--- config.mk ---
export PLATFORM = sky130hd
export DESIGN_NAME = risc_mgmt_mem_port
export DESIGN_NICKNAME = d
export VERILOG_FILES = /design/src/rtl/risc_mgmt_mem_port.sv
export SDC_FILE = /design/constraint.sdc
export NUM_CORES = 1
export LEC_CHECK = 0
export ABC_AREA = 1
export CORE_ASPECT_RATIO = 1.2
export CORE_UTILIZATION = 44
export CTS_BUF_LIST = sky130_fd_sc_hd__clkbuf_8
export CTS_CLUSTER_SIZE = 10
export DETAILED_ROUTE_END_ITERATION = 8
export PLACE_DENSITY = 0.8
export SYNTH_ARGS = -nofsm -noshare
export SYNTH_HDL_FRONTEND = slang
export SYNTH_SLANG_ARGS = --single-unit
--- constraint.sdc ---
create_clock -name CLK -period 1.6 [get_ports CLK]
set_input_delay 0.24 -clock CLK [delete_from_list [all_inputs] [get_ports CLK]]
set_output_delay 0.24 -clock CLK [all_outputs]
set_load 0.01 [all_outputs]
--- src/rtl/risc_mgmt_mem_port.sv ---
// ---------------------------------------------------------------------------
// risc_mgmt_mem_port
//
// Core-side responder for the risc_mgmt memory-stage extension interface.
// A load or store raised by the extension in IDLE is checked, latched, and
// then placed on the core data bus. The block holds the pipeline stalled
// until the bus completes. It then returns byte-lane-masked load data and
// writes the register file. Misaligned, illegal and timed-out requests
// produce a one-cycle fault pulse with a cause code.
//
// Ports
//   CLK, nRST            clock (rising edge), asynchronous active-low reset
//   ext_mem_ren/wen      extension load / store request
//   ext_mem_addr         byte address of the request
//   ext_mem_store        store data
//   ext_mem_byte_en      byte-lane enables, bit i covers bits [8i+7:8i]
//   ext_reg_w, ext_rd    write load result to register file, destination reg
//   ext_exception        extension exception, suppresses new requests
//   ext_mem_load         masked load data (updated in DONE, held otherwise)
//   ext_mem_busy         request outstanding
//   stall_pipe           pipeline stall to the hazard unit
//   dbus_*               core data bus (ren/wen/addr/wdata/byte_en out,
//                        rdata/busy in; busy low = transfer completes)
//   rf_wen/rf_rd/rf_wdata register file write port
//   fault, fault_cause   one-cycle fault pulse; 1 misaligned, 2 illegal,
//                        3 bus timeout
// ---------------------------------------------------------------------------
module risc_mgmt_mem_port #(
    parameter int unsigned TIMEOUT = 255  // 1 .. 65535 busy cycles in ACCESS
) (
    input  logic        CLK,
    input  logic        nRST,
    input  logic        ext_mem_ren,
    input  logic        ext_mem_wen,
    input  logic [31:0] ext_mem_addr,
    input  logic [31:0] ext_mem_store,
    input  logic [3:0]  ext_mem_byte_en,
    input  logic        ext_reg_w,
    input  logic [4:0]  ext_rd,
    input  logic        ext_exception,
    output logic [31:0] ext_mem_load,
    output logic        ext_mem_busy,
    output logic        stall_pipe,
    output logic        dbus_ren,
    output logic        dbus_wen,
    output logic [31:0] dbus_addr,
    output logic [31:0] dbus_wdata,
    output logic [3:0]  dbus_byte_en,
    input  logic [31:0] dbus_rdata,
    input  logic        dbus_busy,
    output logic        rf_wen,
    output logic [4:0]  rf_rd,
    output logic [31:0] rf_wdata,
    output logic        fault,
    output logic [1:0]  fault_cause
);

    localparam logic [1:0] IDLE   = 2'd0;
    localparam logic [1:0] ACCESS = 2'd1;
    localparam logic [1:0] DONE   = 2'd2;
    localparam logic [1:0] ERROR  = 2'd3;

    localparam logic [1:0] CAUSE_MISALIGN = 2'd1;
    localparam logic [1:0] CAUSE_ILLEGAL  = 2'd2;
    localparam logic [1:0] CAUSE_TIMEOUT  = 2'd3;

    // Last busy cycle tolerated before the access is abandoned.
    localparam logic [15:0] CNT_LAST = 16'(TIMEOUT - 1);

    logic [1:0]  state_q,   state_d;
    logic [31:0] addr_q,    addr_d;
    logic [31:0] wdata_q,   wdata_d;
    logic [3:0]  be_q,      be_d;
    logic [4:0]  rd_q,      rd_d;
    logic        reg_w_q,   reg_w_d;
    logic        is_load_q, is_load_d;
    logic [1:0]  cause_q,   cause_d;
    logic [15:0] cnt_q,     cnt_d;
    logic [31:0] load_q,    load_d;

    logic        req;
    logic [31:0] lane_mask;

    assign req       = (ext_mem_ren | ext_mem_wen) & ~ext_exception;
    assign lane_mask = {{8{be_q[3]}}, {8{be_q[2]}}, {8{be_q[1]}}, {8{be_q[0]}}};

    // NOTE: combinational blocks use blocking '=' and give every target a
    // default first, so no path leaves a signal unassigned (no latches).
    always_comb begin
        state_d   = state_q;
        addr_d    = addr_q;
        wdata_d   = wdata_q;
        be_d      = be_q;
        rd_d      = rd_q;
        reg_w_d   = reg_w_q;
        is_load_d = is_load_q;
        cause_d   = cause_q;
        cnt_d     = cnt_q;
        load_d    = load_q;

        case (state_q)
            IDLE: begin
                if (req) begin
                    // Illegal takes priority over misaligned.
                    if ((ext_mem_ren && ext_mem_wen) || (ext_mem_byte_en == 4'b0000)) begin
                        state_d = ERROR;
                        cause_d = CAUSE_ILLEGAL;
                    end else if (ext_mem_addr[1:0] != 2'b00) begin
                        state_d = ERROR;
                        cause_d = CAUSE_MISALIGN;
                    end else begin
                        addr_d    = ext_mem_addr;
                        wdata_d   = ext_mem_store;
                        be_d      = ext_mem_byte_en;
                        rd_d      = ext_rd;
                        reg_w_d   = ext_reg_w;
                        is_load_d = ext_mem_ren;
                        cnt_d     = '0;
                        state_d   = ACCESS;
                    end
                end
            end
            ACCESS: begin
                if (!dbus_busy) begin
                    // Stores leave the last load value visible on ext_mem_load.
                    if (is_load_q) begin
                        load_d = dbus_rdata & lane_mask;
                    end
                    state_d = DONE;
                end else if (cnt_q == CNT_LAST) begin
                    state_d = ERROR;
                    cause_d = CAUSE_TIMEOUT;
                end else begin
                    cnt_d = cnt_q + 16'd1;
                end
            end
            DONE:    state_d = IDLE;
            ERROR:   state_d = IDLE;
            default: state_d = IDLE;
        endcase
    end

    // NOTE: all state, including the latched request, is cleared by the
    // asynchronous reset so a reset mid-access leaves no stale transfer.
    always_ff @(posedge CLK or negedge nRST) begin
        if (!nRST) begin
            state_q   <= IDLE;
            addr_q    <= '0;
            wdata_q   <= '0;
            be_q      <= '0;
            rd_q      <= '0;
            reg_w_q   <= 1'b0;
            is_load_q <= 1'b0;
            cause_q   <= '0;
            cnt_q     <= '0;
            load_q    <= '0;
        end else begin
            state_q   <= state_d;
            addr_q    <= addr_d;
            wdata_q   <= wdata_d;
            be_q      <= be_d;
            rd_q      <= rd_d;
            reg_w_q   <= reg_w_d;
            is_load_q <= is_load_d;
            cause_q   <= cause_d;
            cnt_q     <= cnt_d;
            load_q    <= load_d;
        end
    end

    always_comb begin
        ext_mem_busy = 1'b0;
        stall_pipe   = 1'b0;
        dbus_ren     = 1'b0;
        dbus_wen     = 1'b0;
        dbus_addr    = '0;
        dbus_wdata   = '0;
        dbus_byte_en = '0;
        rf_wen       = 1'b0;
        rf_rd        = '0;
        rf_wdata     = '0;
        fault        = 1'b0;
        fault_cause  = '0;

        case (state_q)
            IDLE: begin
                // Stall in the request cycle itself so the issuing
                // instruction is frozen; forced low while reset is held.
                stall_pipe   = req & nRST;
                ext_mem_busy = req & nRST;
            end
            ACCESS: begin
                stall_pipe   = 1'b1;
                ext_mem_busy = 1'b1;
                dbus_ren     = is_load_q;
                dbus_wen     = ~is_load_q;
                dbus_addr    = addr_q;
                dbus_wdata   = wdata_q;
                dbus_byte_en = be_q;
            end
            DONE: begin
                rf_wen = reg_w_q & is_load_q;
                if (reg_w_q && is_load_q) begin
                    rf_rd    = rd_q;
                    rf_wdata = load_q;
                end
            end
            ERROR: begin
                fault       = 1'b1;
                fault_cause = cause_q;
            end
            default: ;
        endcase
    end

    assign ext_mem_load = load_q;

endmodule

==> metrics.md <==
| Metric | Value |
|---|---|
| Status | finished, violations left |
| Violated checks | negative hold slack, negative setup slack |
| Post-layout minimum cycle time | 1.876 ns |
| Fmax | 0.5330 GHz |
| Commonest cells in the netlist | nor2_1 (139), nand2_1 (131), dfrtp_1 (127) |
| Worst slew margin relative to its limit | 0.5033 |
| Final instance area | roughly 10000 µm² |
| Worst-Margin Slew | 0.7450 ns |
| Final routed wirelength across all metal layers | around 21 mm |
| Number of clock sinks | 127 |
| Number of cells on the worst reg-to-reg path | 9 |
| Xor and xnor area share after synthesis | 0.005815 |
| Share of Yosys cell area claimed by the top area cell type | 0.5275 |
| Placeable core region | about 13000 µm² |
| Adder and majority cell fraction of the synthesized area | 0.004154 |
| Required time reported for the critical path endpoint | 1.36 ns |
| Clock buffers created by TritonCTS | 17 |
| Part of the total power dissipated in sequential elements | 0.357 |
| Setup slack of the critical path after layout | -0.2760 ns |
| Startpoint class of the critical path | flip-flop |
| CTS Root Cell | clkbuf_8 |
| Post-detailed-route via-to-cell ratio | 5.029 |
| WS Path Type | reg -> out |
| Count of final setup violators | 238 |
| Leak pwr | 4.705 nW |
| Vias in the first global route | roughly 5600 |
| Synthesized area per cell | 7.804 µm² |
| Critical Path Sink Type | primary output |
| Die Wd | roughly 110 µm |
| Routed via count | 6326 |
| DPL Wire Length | 13.10 mm |
| Unrepaired setup endpoints after global routing | true |
| Fraction of final layout cells sized beyond drive strength 1 | 0.2789 |
| Maximum level of the CTS H-tree | 4 |
| Hold crit path type | in -> async |
| Pre-CTS setup slack | -0.3928 ns |
| Post-Route Utilization | 0.7305 |
| Summed negative setup slack over all endpoints | -27.60 ns |
| Post-place instance area | 9002 µm² |
| Compound-gate portion of the synthesized area | 0.1084 |
| Net switching share of the total power | 0.3878 |
| Antenna Diode Count | 0 |
| Total placed cells including tap cells | around 1200 |
| Multiplexer area fraction after synthesis | 0 |
| Antenna violations before repair | 0 |
| Count of warnings emitted by yosys | 0 |
| Floorplan die area | 14170 µm² |
| Post-synthesis cell type with the largest combined area | dfrtp_1 |
| Combinational Power Share | 0.468 |
| R2R Path End | ext_mem_load[16]$_DFFE_PN0P_ |
| Most frequent cell after synthesis | nor2_1 |
| Post-synth net total | 886 |
| Critical Path AT | ~1.6 ns |
| Synth Area in Simple Gates | 0.2359 |
| TritonCTS clock tree | built |
| Clock insertion delay at the later pin of the skew report | roughly 0.43 ns |
| Pin count of the biggest net entering global routing | 128 |
| RD Place Congestion | approximately 0.86 |
| Worst hold slack across all endpoints | -0.06809 ns |
| Synth area leaders | dfrtp_1 (53%), nor2_1 (8.7%), nand2_1 (8.2%) |
| # rows | 46 |
| Share of the yosys chip area belonging to registers | 0.5275 |
| Number of distinct standard cells referenced by the synthesized netlist | 28 |
| Total count of hold-check failures in the final report | 19 |
| Total power divided by cell area | 1485 nW/µm² |
| Antenna-violating nets left | 0 |
| Worst R2R Setup Slack | -0.16 ns |
| Number of design-rule violations left by the first detailed-router iteration | around 300 |
| Clk buf depth | 2 |
| Combinational family with the most area after synthesis | simple AND/OR/NAND/NOR gates |
| Commonest register cell after synthesis | dfrtp_1 |
| Internal power of the cells | around 8.8 mW |
| Mapped Area | 6025 µm² |
| Hold-fix buffer count after cts | 0 |
| Total number of nets in the final design | 1192 |
| Count of buffers from port buffering | 256 |
| Number of storage elements in the synthesis netlist | roughly 130 |
| NetSw | 5.593 mW |
| GRT overflow | 0 |
| Final Max Slew Viols | 0 |
| Maxcap violations | 0 |
| Number of enable flip-flop cells after synthesis | 0 |
| Clock slew at reported path FFs | 0.07 ns |
| Total Routing Usage GR | 0.2614 |
| Largest fanout on the critical path | 16 |
| Worst setup startpoint | state_q[0]$_DFFE_PN0P_ |
| DRC violation count after routing | 0 |
| Final Instance Count excl. Fillers | ~1300 |
| Clock tree skew after final layout | between 0.005 and 0.006 ns |
| Post-Synthesis Cells | 772 |
| Global-route wire length before repair | roughly 28 mm |
| Initial standard-cell utilization of the core | 0.4531 |
| Startpoint of the lowest-slack register-to-register path | state_q[1]$_DFFE_PN0P_ |
| Share of the clock period used by the worst path | 1.173 |
| Chip Height | 130.2 µm |
| Post-synthesis to final-layout area growth | 61.20% |
| Maximum VDD drop | approximately 0.88 mV |
| DR pass1 iterations | 5 |
| Routed len/inst | 16.86 µm |
| Share of total power in the clock network | 0.175 |
| Asr flop ratio synth | 1.000 |
| Number of I/O pins | between 200 and 300 |
## registers in the layout (all words and copies together), names as in the netlist
register      cells
ext_mem_load     32
cause_q           2
be_q              4
reg_w_q           1
cnt_q            16
rd_q              5
is_load_q         1
state_q           2
wdata_q          32
addr_q           32
## cell type report
type,instances,area (µm²)
Clock buffer,18,247.7
Clock inverter,13,101.3
Fill cell,1032,3583
Inverter,125,476.7
Multi-Input combinational cell,480,2492
Sequential cell,127,3181
Tap cell,168,210.2
Timing Repair Buffer,327,3003
## metal layers
metal | wire, µm | global-route usage | share of wire
met5 | 0 | 0 | 0
met4 | 608 | 0.1033 | 0.029
met3 | 1428 | 0.05644 | 0.067
met2 | 11200 | 0.4643 | 0.53
met1 | 7968 | 0.3056 | 0.38
## cells in the final DEF, fill, tap and decap left out, types with 2 or more instances in the layout
cell | Yosys | final
clkdlybuf4s50_1 | 0 | 138
inv_1 | 123 | 124
xor2_1 | 3 | 3
nand3_1 | 58 | 39
nand4_1 | 5 | 5
dlygate4sd2_1 | 0 | 4
nand3_2 | 1 | 19
nand2_4 | 0 | 3
dfrtp_1 | 127 | 125
ha_1 | 2 | 2
o21ai_0 | 88 | 62
inv_2 | 2 | 2
buf_4 | 11 | 40
dfrtp_2 | 0 | 2
buf_8 | 0 | 3
nand2_8 | 0 | 2
nand3_4 | 1 | 5
o21ai_1 | 34 | 52
o21bai_1 | 3 | 3
buf_16 | 0 | 2
or2_2 | 2 | 2
o21ai_2 | 0 | 8
nor2_1 | 139 | 104
nand2_1 | 131 | 120
buf_6 | 2 | 15
clkbuf_16 | 0 | 11
nand2_2 | 2 | 8
clkbuf_2 | 0 | 9
clkinv_2 | 0 | 5
buf_12 | 0 | 11
nor2_4 | 0 | 3
clkbuf_8 | 0 | 18
clkinvlp_4 | 0 | 4
buf_2 | 20 | 93
nor2_2 | 2 | 34
## worst max-delay path, cell delays in order, from the launching register on
cell,delay [ns]
dfrtp_2,0.47
nor2_2,0.15
nand3_2,0.14
buf_6,0.20
nor2_4,0.11
buf_2,0.14
## per-stage QoR
stage	total power, mW	hold WS [ns]
after detailed placement	11.16	0.4631
after CTS	13.60	0.02096
after global routing	15.34	0.03682
final	14.42	-0.06809
after floorplan	7.905	-0.05559
after global placement	10.97	0.4585
## repair_timing
action                     CTS  global route
pin swaps                    2            12
setup buffers                3            13
gates cloned                 1            14
gates resized for setup    378           227
setup endpoints to repair  145           261
## kinds of logic (layout without fill, tap and decap cells)
kind of cell / after synthesis / in the layout
AO/OA/AOI/OAI: 128 / 128
XOR/XNOR: 4 / 4
adder cells (fa/ha/maj): 2 / 2
buffers and inverters: 168 / 483
flip-flops: 127 / 127
AND/OR/NAND/NOR: 343 / 346
## power by group through the flow
| stage | Clock, mW | Combinational [mW] | Sequential, mW |
|---|---|---|---|
| 6_report | 2.52 | 6.75 | 5.16 |
| 4_1_cts | 2.55 | 5.93 | 5.12 |
| 5_1_grt | 2.70 | 7.36 | 5.28 |
| 2_1_floorplan | 0 | 2.67 | 5.23 |
| 3_5_place_dp | 0 | 5.99 | 5.17 |
| 3_3_place_gp | 0 | 5.88 | 5.10 |
## worst max-delay path by stage
stage | end | cells past startpoint
3_3_place_gp | stall_pipe | 6
3_5_place_dp | stall_pipe | 6
6_report | rf_wdata[10] | 5
4_1_cts | rf_wdata[10] | 6
2_1_floorplan | stall_pipe | 5
5_1_grt | rf_wdata[10] | 5
No activity file was read; power rests on OpenSTA's default activity.
